## src/rtl/gp_timer.sv

```systemverilog
// Multi-channel prescaled up/down timer with shadowed period/direction/compare and PWM outputs.
// Define GP_TIMER_CAPTURE_EN to build the per-channel input-capture logic.
module gp_timer #(
    parameter int timer_width      = 16,
    parameter int chn_n            = 2,
    parameter int simulation_delay = 1
) (
    input  logic                         clk,
    input  logic                         rst,
    input  logic [timer_width-1:0]       prescale,
    input  logic [timer_width-1:0]       autoload,
    input  logic                         count_dir,
    input  logic                         timer_started,
    input  logic                         timer_cnt_to_set,
    input  logic [timer_width-1:0]       timer_cnt_set_v,
    output logic [timer_width-1:0]       timer_cnt_now_v,
    input  logic [chn_n*timer_width-1:0] cmp_v,
    input  logic [chn_n-1:0]             chn_mode,
    input  logic [chn_n-1:0]             cap_in,
    input  logic [chn_n*2-1:0]           cap_edge,
    output logic [chn_n*timer_width-1:0] cap_v,
    output logic [chn_n-1:0]             pwm_out,
    output logic                         timer_expired,
    output logic                         timer_expired_itr_req,
    output logic [chn_n-1:0]             chn_itr_req
);

    // The RTL carries no assignment delays; the parameter only keeps the interface compatible.
    localparam int unusedSimDelay = simulation_delay;
    localparam logic [timer_width-1:0] One = {{(timer_width-1){1'b0}}, 1'b1};

    logic [timer_width-1:0] prescaleCnt_q, prescaleCnt_d;
    logic [timer_width-1:0] prescaleShadow_q, prescaleShadow_d;
    logic [timer_width-1:0] autoloadShadow_q, autoloadShadow_d;
    logic                   dirShadow_q, dirShadow_d;
    logic [timer_width-1:0] cnt_q, cnt_d;
    logic [timer_width-1:0] cmpShadow_q [chn_n];
    logic [timer_width-1:0] cmpShadow_d [chn_n];
    logic                   expItr_q, expItr_d;
    logic [chn_n-1:0]       pwm_q, pwm_d;
    logic [chn_n-1:0]       chnItr_q, chnItr_d;
    logic [chn_n-1:0]       chnMode;
    logic [chn_n-1:0]       capHitNow;
    logic                   tick, atWrap, updateEvt, shadowLoad;

`ifdef GP_TIMER_CAPTURE_EN
    logic [chn_n-1:0]       sync0_q, sync1_q, sync2_q;
    logic [chn_n-1:0]       capHit_q, capHit_d;
    logic [timer_width-1:0] capVal_q [chn_n];
    logic                   rise, fall;

    assign chnMode = chn_mode;

    // sync0/sync1 resynchronise cap_in; sync2 is the history stage the edge detector compares against.
    always_comb begin
        capHit_d = '0;
        rise     = 1'b0;
        fall     = 1'b0;
        for (int i = 0; i < chn_n; i++) begin
            rise = sync1_q[i] & ~sync2_q[i];
            fall = ~sync1_q[i] & sync2_q[i];
            if (cap_edge[2*i+1])
                capHit_d[i] = timer_started & chn_mode[i] & (rise | fall);
            else if (cap_edge[2*i])
                capHit_d[i] = timer_started & chn_mode[i] & fall;
            else
                capHit_d[i] = timer_started & chn_mode[i] & rise;
        end
    end

    always_ff @(posedge clk or posedge rst) begin
        if (rst) begin
            sync0_q  <= '0;
            sync1_q  <= '0;
            sync2_q  <= '0;
            capHit_q <= '0;
            for (int i = 0; i < chn_n; i++) capVal_q[i] <= '0;
        end else begin
            sync0_q  <= cap_in;
            sync1_q  <= sync0_q;
            sync2_q  <= sync1_q;
            capHit_q <= capHit_d;
            for (int i = 0; i < chn_n; i++)
                if (capHit_q[i] && timer_started) capVal_q[i] <= cnt_q;
        end
    end

    assign capHitNow = capHit_q & {chn_n{timer_started}};

    always_comb begin
        cap_v = '0;
        for (int i = 0; i < chn_n; i++) cap_v[i*timer_width +: timer_width] = capVal_q[i];
    end
`else
    logic unusedCapIns;

    assign unusedCapIns = ^{chn_mode, cap_in, cap_edge};
    assign chnMode      = '0;
    assign capHitNow    = '0;
    assign cap_v        = '0;
`endif

    // A counter load overrides the tick, so it also masks the update event and any match.
    always_comb begin
        tick             = timer_started && (prescaleCnt_q == prescaleShadow_q);
        atWrap           = dirShadow_q ? (cnt_q == '0) : (cnt_q == autoloadShadow_q);
        updateEvt        = tick && !timer_cnt_to_set && atWrap;
        shadowLoad       = !timer_started || updateEvt;
        prescaleCnt_d    = (!timer_started || tick) ? '0 : prescaleCnt_q + One;
        prescaleShadow_d = (!timer_started || (prescaleCnt_q == prescaleShadow_q)) ? prescale
                                                                                     : prescaleShadow_q;
        autoloadShadow_d = shadowLoad ? autoload : autoloadShadow_q;
        dirShadow_d      = shadowLoad ? count_dir : dirShadow_q;
        expItr_d         = updateEvt;
        cnt_d            = cnt_q;
        if (timer_cnt_to_set)
            cnt_d = timer_cnt_set_v;
        else if (tick && atWrap)
            cnt_d = dirShadow_q ? autoloadShadow_q : '0;
        else if (tick)
            cnt_d = dirShadow_q ? cnt_q - One : cnt_q + One;
        pwm_d    = '0;
        chnItr_d = '0;
        for (int i = 0; i < chn_n; i++) begin
            cmpShadow_d[i] = shadowLoad ? cmp_v[i*timer_width +: timer_width] : cmpShadow_q[i];
            pwm_d[i]       = timer_started && !chnMode[i] && (cnt_q < cmpShadow_q[i]);
            chnItr_d[i]    = chnMode[i] ? capHitNow[i]
                                        : (tick && !timer_cnt_to_set && (cnt_q == cmpShadow_q[i]));
        end
    end

    always_ff @(posedge clk or posedge rst) begin
        if (rst) begin
            prescaleCnt_q    <= '0;
            prescaleShadow_q <= '0;
            autoloadShadow_q <= '0;
            dirShadow_q      <= 1'b0;
            cnt_q            <= '0;
            expItr_q         <= 1'b0;
            pwm_q            <= '0;
            chnItr_q         <= '0;
            for (int i = 0; i < chn_n; i++) cmpShadow_q[i] <= '0;
        end else begin
            prescaleCnt_q    <= prescaleCnt_d;
            prescaleShadow_q <= prescaleShadow_d;
            autoloadShadow_q <= autoloadShadow_d;
            dirShadow_q      <= dirShadow_d;
            cnt_q            <= cnt_d;
            expItr_q         <= expItr_d;
            pwm_q            <= pwm_d;
            chnItr_q         <= chnItr_d;
            for (int i = 0; i < chn_n; i++) cmpShadow_q[i] <= cmpShadow_d[i];
        end
    end

    assign timer_cnt_now_v       = cnt_q;
    assign timer_expired         = updateEvt;
    assign timer_expired_itr_req = expItr_q;
    assign pwm_out               = pwm_q;
    assign chn_itr_req           = chnItr_q;

endmodule

```

## config.mk

```make
export PLATFORM = sky130hd
export DESIGN_NAME = gp_timer
export DESIGN_NICKNAME = d
export VERILOG_FILES = /design/src/rtl/gp_timer.sv
export SDC_FILE = /design/constraint.sdc
export NUM_CORES = 1
export LEC_CHECK = 0
export CORE_ASPECT_RATIO = 1.25
export CORE_UTILIZATION = 55
export DETAILED_ROUTE_END_ITERATION = 8
export PLACE_DENSITY_LB_ADDON = 0.3
export SYNTH_ARGS = -nofsm -noshare
export SYNTH_HDL_FRONTEND = slang
export SYNTH_SLANG_ARGS = --single-unit
```

## constraint.sdc

```tcl
create_clock -name clk -period 8.75 [get_ports clk]
set_input_delay 1.75 -clock clk [delete_from_list [all_inputs] [get_ports clk]]
set_output_delay 1.75 -clock clk [all_outputs]
set_load 0.02 [all_outputs]
```

* Word level (Yosys, flattened, before mapping) *
Index checks and enable logic that the tools add are counted.

cells by class
  $lt $le $gt $ge = 2
  divide/modulo/power cells = 0
  bitwise logic cells = 0
  mux-type cells = 7
  $mul = 0
  equal/unequal tests = 4
  reduce and logical (&&, ||, !) cells = 15
  shifts and indexed selects = 0
  add/sub/neg operators = 3

operator list
  kind                                                                  count
  16-bit 2-to-1 mux                                                     6
  16-bit == test                                                        4
  16-bit by 1-bit adder with 16-bit output, second input constant       2
  16-bit < comparator                                                   2
  16-bit zero test                                                      1
  16-bit by 1-bit subtractor with 16-bit output, second input constant  1
  1-bit logical AND                                                     8
  1-bit logical OR                                                      3
  3-bit nonzero test                                                    1
  1-bit zero test                                                       2
  1-bit 2-to-1 mux                                                      1

word-level totals
  word-level logic and storage cells = 41
  output and inout bits = 54
  bits in writable memories = 0
  bits in latches = 0
  input port bits = 93
  memories = 0
  register bits = 102
  memory bits (read-only) = 0

* Logic depth before layout (Yosys ltp) *
Gate-level depths: netlist of run 1.

  depth in word-level cells = 5
  mapped depth = 10
  mapped depth without buffers = 9

* Worst setup path before layout of run 1 *
OpenSTA, ideal clock, no wires.

  path kind = input to output
  from = in timer_started
  to = out timer_expired
  path buffers = 2
  slack = 3,982 ps
  data required time = 7,000 ps
  arrival time = 3,018 ps
  cell stages on the path = 4
  cells stage by stage = clkbuf_1 nand2_1 clkbuf_1 nor3_1

on the way
  cells in the longest elaborated chain, start to end = 3

RTL lines
  item                            line  source
  start: declaration              13    input logic timer_started,
  1-bit logical AND               105   tick = timer_started && (prescaleCnt_q == prescaleShadow_q);
  1-bit logical AND (2 in a row)  107   updateEvt = tick && !timer_cnt_to_set && atWrap;
  end: declaration                23    output logic timer_expired,

Every way passes these cells.

* Worst setup path after layout of run 1 *
  from = reg dirShadow_q
  to = out timer_expired

on the way
  cells in the longest elaborated chain, start to end = 2

RTL lines
  item                      line  source
  start: declaration        35    logic dirShadow_q, dirShadow_d;
  start signal: assignment  147   dirShadow_q <= dirShadow_d;
  1-bit 2-to-1 mux          106   atWrap = dirShadow_q ? (cnt_q == '0) : (cnt_q == autoloadShadow_q);
  1-bit logical AND         107

Every way passes these cells.

==> results of run 1 <==
[worst max-delay path, stage by stage (launching register included)]
cell and delay [ns]:
dfrtp_1 1.04, nor4b_1 0.38, nand4_1 0.20, nor4_4 0.40, a21oi_2 0.26, nor3_1 0.39
clkdlybuf4s50_1 0.68
[through the flow]
step / power [mW] / worst slack, ns / cell area (µm²)
after floorplan: 0.790 / 3.98 / 6380
after global placement: 0.882 / 3.37 / 7310
after detailed placement: 0.899 / 3.36 / 7310
after CTS: 1.32 / 3.33 / 7610
after global routing: 1.37 / 3.18 / 7610
final: 1.31 / 3.29 / 7610
[state kept, by name, indices dropped and copies added, names as in the netlist]
register and cells:
autoloadShadow_q 16, chn_itr_req 2, cmpShadow_q 32, dirShadow_q 1
prescaleCnt_q 16, prescaleShadow_q 16, pwm_out 2, timer_cnt_now_v 16
timer_expired_itr_req 1
[logic make-up (layout without fill, tap and decap cells)]
family                   count (synthesis)  count (layout)  synth area share [%]
AO/OA/AOI/OAI                          129             129                  12.8
XOR/XNOR                                55              55                  7.69
adder cells (fa/ha/maj)                 48              48                  9.71
buffers and inverters                   93             168                  7.95
flip-flops                             102             102                  40.8
multiplexers                            40              40                  7.11
other                                    1              32                0.0599
AND/OR/NAND/NOR                        178             178                  13.9
[cell usage after synthesis, types with 2 or more instances]
cell      instances
dfrtp_1         102
nand2_1          66
o21ai_0          48
ha_1             47
xnor2_1          43
inv_1            40
mux2_2           36
nor2_1           33
buf_4            32
a21oi_1          31
nand4_1          19
nand3_1          17
clkbuf_1         12
xor2_1           12
a21o_1           10
or3_1             9
nor3_1            8
and3_1            7
a211oi_1          5
buf_2             5
o221ai_1          5
a211o_1           4
a31oi_1           4
mux2i_1           4
nand2b_1          4
nor4_1            4
o211ai_1          4
o21bai_1          4
buf_6             3
o31ai_1           3
and4_1            2
nand4b_1          2
nor2b_1           2
o21a_1            2
[power by group through the flow]
stage,Combinational (mW),Sequential [mW],Clock (mW)
floorplan,0.232,0.559,0
global placement,0.316,0.567,0
finish,0.333,0.561,0.415
detailed placement,0.330,0.569,0
global route,0.367,0.566,0.440
CTS,0.332,0.560,0.423
[worst paths after layout]
path                                startpoint                   end  slack (ns)  depth (start not counted)
max in group asynchronous                  rst     prescaleCnt_q[13]        5.76                          3
max reg2reg                        dirShadow_q  autoloadShadow_q[14]        5.28                          7
min                        prescaleShadow_q[1]   prescaleShadow_q[1]        0.53                          1
min in group asynchronous                  rst        cmpShadow_q[7]        1.75                          2
max                                dirShadow_q         timer_expired        3.29                          6
min reg2reg                prescaleShadow_q[1]   prescaleShadow_q[1]        0.53                          1
[area by class of cell]
type | instances | area share, %
clock buffer | 9 | 2.96
clock inverter | 7 | 1.07
inverter | 40 | 2.00
multi-input combinational | 482 | 43.7
sequential | 102 | 33.5
tap | 135 | 2.22
timing repair buffer | 112 | 14.5
[per-layer routing]
layer	routed length, µm	vias up	track usage, %
met1	6210	2476	33.3
li1	-	2409	-
met3	1110	46	4.90
met4	572	0	15.1
met2	7940	208	46.4
met5	0	-	0
==> flow_summary.ini, run 1 <==
[power]
power_switching_uw = 410
power_frac_seq_pct = 42.9
p_leak_nw = 3.34
pwr-share-comb_pct = 25.4
p_sw_share_pct = 31.3
p_int_uw = 899
p_clk_share_pct = 31.7
p_per_area_nw_per_um2 = 172
ir_drop_mv = 0.116

[clock_tree]
cts_sinks = 102
numCtsBuffers = 9
cts-root-buf = clkbuf_16
cts_tree = done
h-tree-depth = 3
hold_buffers = 0
clk_path_buf_depth = 2
path_clk_slew_ns = 0.07
cts_resized = 0
worstSkewPairLatency_ns = 0.36
cts_setup_buffers = 0

[sta]
period_needed_ns = 5.46
fin_skew_ns = 0.0112
slew_headroom_pct = 30.0
setup_violations = 0
report.final.slew_viol_count = 0
worstMarginPinSlew_ns = 1.05
tns_ns = 0
timing.final.crit_share_pct = 62.4
max_clock_freq_mhz = 183
hold_slack_ns = 0.528
rsz0062_at_grt = no
hold_viol = 0

[route]
dr.pass1.iters = 5
drt-wirelength-per-cell_um = 17.8
num_vias = 5139
ant_nets = 0
drt-total-wl_um = 15800
drc = 0
viasPerCell = 5.79
drt_iter0_markers = 293

[global_route]
grt.overflow.total = 0
antenna_found_initial = 0
grt_pass1_vias = 5066
grt_max_degree = 71
track_usage_pct = 27.5
grt_pass1_wl_um = 25200

[logic_synthesis]
ys_ff_latch = 102
synth.area.top_cells = dfrtp_1 41%, ha_1 9.4%, mux2_2 6.5%
ys.flop_type = dfrtp_1
synth_top_area_share_pct = 40.8
yosysTopAreaCell = dfrtp_1
async_reset_ff_share_pct = 100
synth-edff-count = 0
yosysWarningCount = 0
synth_seq_area_share_pct = 40.8
synth_area_per_cell_um2 = 9.69
synthCells = 646
yosysUniqueCellTypes = 51
synthesis.area_um2 = 6260

[layout]
layout_commonest_cell = clkdlybuf4s50_1
final_core_util_pct = 68.7
fin_nets = 888
sequential_cell_area_um2 = 2550
stdcell_count = 887
multi_input_area_um2 = 3330
area_growth_pct = 21.6
drive_gt1_share_pct = 8.51
layout_common_cells = 106 x clkdlybuf4s50_1, 102 x dfrtp_1, 66 x nand2_1
num-fill-cells = 874
diodes = 0

[setup_path]
start_kind = register
crit_type = reg -> out
crit_arrival_ns = 3.71
cp_max_fo = 29
cp_data_required_time_ns = 7.00
end_kind = output pin

[die]
die_w_um = 97.4
initial_core_util_pct = 56.5
row_count = 43
core-area_um2 = 11100
die_h_um = 121
ios = 147
die_area_um2 = 11800

[placed_design]
dpl.cell_count = 871
port_buffers = 106
routabilityCongestion = 0.936
hpwl_um = 11500

[hold_path]
min_path_type = reg -> reg

[outcome]
status = completed

[flow_run]
max-cap-violations = 0
Note: power is estimated with default switching activity, not from simulation.
==> run 2: changes to the inputs <==
--- a/config.mk
+++ b/config.mk
@@ -6,7 +6,7 @@
 export NUM_CORES = 1
 export LEC_CHECK = 0
 export CORE_ASPECT_RATIO = 1.25
-export CORE_UTILIZATION = 55
+export CORE_UTILIZATION = 51
 export DETAILED_ROUTE_END_ITERATION = 8
 export PLACE_DENSITY_LB_ADDON = 0.3
 export SYNTH_ARGS = -nofsm -noshare
==> constraint.sdc (replaced) <==
create_clock -name clk -period 5.4 [get_ports clk]
set_input_delay 1.08 -clock clk [delete_from_list [all_inputs] [get_ports clk]]
set_output_delay 1.08 -clock clk [all_outputs]
set_load 0.02 [all_outputs]
==> flow_summary.ini, run 2 (synthesis results as in run 1) <==
[outcome]
status = completed

[route]
wl_met2_um = 8020
drc = 0
drt-wirelength-per-cell_um = 17.2
drt_iter0_markers = 283
dr.pass1.iters = 5
ant_nets = 0
top_layer = met4
num_vias = 5182
wl_met1_um = 6000
viasPerCell = 5.66
drt-total-wl_um = 15700
routed-wl-met3_um = 1090

[sta]
hold_viol = 0
rsz0062_at_grt = no
fin_skew_ns = 0.0183
max_clock_freq_mhz = 230
report.final.slew_viol_count = 0
worstMarginPinSlew_ns = 0.874
tns_ns = 0
timing.final.crit_share_pct = 80.5
setup_violations = 0
slew_headroom_pct = 41.7
period_needed_ns = 4.35

[die]
die_h_um = 126
core-area_um2 = 11800
die_area_um2 = 12700
row_count = 44
die_w_um = 101
initial_core_util_pct = 53.2
ios = 147

[setup_path]
crit_type = reg -> out
cp_num_buf_inv = 1
crit_arrival_ns = 3.27
cp_data_required_time_ns = 4.32
reg2reg_setup_slack_ns = 2.27
timing.rr.end = cmpShadow_q[0]
r2r_start = timer_cnt_now_v[5]
reg2regPathDepth = 7
cp_max_fo = 13
end_kind = output pin
cp_slowest_cell = clkdlybuf4s50_1
path_cells = nor4b_1 > nand4_1 > nor4_4 > a21oi_2 > nor3_1 > clkdlybuf4s50_1
critical_path.max_stage_delay_ns = 0.69
start_kind = register
crit_family = simple AND/OR/NAND/NOR gates

[layout]
layout_common_cells = 106 x clkdlybuf4s50_1, 102 x dfrtp_1, 66 x nand2_1
diodes = 0
layout_commonest_cell = clkdlybuf4s50_1
fin_nets = 890
multi_input_area_um2 = 3330
num-fill-cells = 1009
area_growth_pct = 22.1
sequential_cell_area_um2 = 2550
largest_register_ffs = 32
top_register = cmpShadow_q
drive_gt1_share_pct = 8.49

[power]
power_switching_uw = 642
pwr-share-comb_pct = 26.4
power_frac_seq_pct = 42.9
ir_drop_mv = 0.152
p_sw_share_pct = 30.6
p_per_area_nw_per_um2 = 274
p_int_mw = 1.46
p_leak_nw = 3.35
total_power_mw = 2.10
p_clk_share_pct = 30.7

[flow_run]
max-cap-violations = 0

[global_route]
track_usage_pct = 26.0
grt_pass1_wl_um = 25300
grt_pass1_vias = 5162
grt_max_degree = 73
antenna_found_initial = 0
grt.overflow.total = 0

[placed_design]
hpwl_um = 11600
routabilityCongestion = 0.891
port_buffers = 106

[hold_path]
min_path_type = reg -> reg
hold_end = cmpShadow_q[16]
hold_start = cmpShadow_q[16]
whs_path_depth = 1

[clock_tree]
cts_resized = 0
h-tree-depth = 3
worstSkewPairLatency_ns = 0.35
cts-root-buf = clkbuf_16
cts_setup_buffers = 0
path_clk_slew_ns = 0.08
cts_tree = done
clk_path_buf_depth = 2
hold_buffers = 0
numCtsBuffers = 9
cts_sinks = 102
run 2: cell types whose count changed in the layout (fill, tap and decap cells not counted), sizes merged:
| cell | delta |
|---|---|
| buf | +2 |
| inv | -1 |
| clkbuf | +2 |
| clkinv | +2 |
| clkinvlp | -3 |
run 2: worst register-to-register path, stage by stage, from the launching register on:
cell	delay (ns)
dfrtp_1	0.54
nor4b_1	0.40
nand4_1	0.20
nor4_4	0.40
a21oi_2	0.27
o31ai_4	0.29
buf_4	0.47
mux2_2	0.42
run 2: final cells by class:
cell class	instances	area share, %
flip-flops and latches	102	33.4
clock inverters	5	0.753
well taps	161	2.63
clock buffers	11	3.04
repair buffers	114	14.7
inverters	40	2.00
multi-input cells	482	43.5
run 2: per-layer routing:
layer / global-route usage, % / vias up
li1: - / 2406
met1: 30.9 / 2515
met2: 44.5 / 214
met3: 4.88 / 47
met4: 13.2 / 0
met5: 0 / -
run 2: worst max-delay path by stage:
stage	depth (start not counted)	slack, ns	start	end
after floorplan	1	1.64	rst	autoloadShadow_q[0]
after global placement	4	1.36	timer_started	timer_expired
after detailed placement	4	1.33	timer_started	timer_expired
after CTS	6	1.07	timer_cnt_now_v[5]	timer_expired
after global routing	6	0.96	timer_cnt_now_v[6]	timer_expired
final	6	1.05	timer_cnt_now_v[5]	timer_expired
run 2: power by group through the flow:
stage | Combinational, mW | Sequential, mW | Clock [mW]
global route | 0.614 | 0.906 | 0.688
detailed placement | 0.546 | 0.912 | 0
global placement | 0.524 | 0.910 | 0
CTS | 0.553 | 0.898 | 0.658
floorplan | 0.375 | 0.905 | 0
finish | 0.553 | 0.900 | 0.644
run 2: metrics by stage:
step	instance area, µm²	hold slack, ns	worst slack (ns)	util (%)	cells
after floorplan	6380	0.485	1.64	-	677
after global placement	7360	0.510	1.36	62.4	899
after detailed placement	7360	0.514	1.33	62.4	899
after CTS	7650	0.529	1.07	64.9	915
after global routing	7650	0.553	0.961	64.9	915
final	7650	0.525	1.05	64.9	915
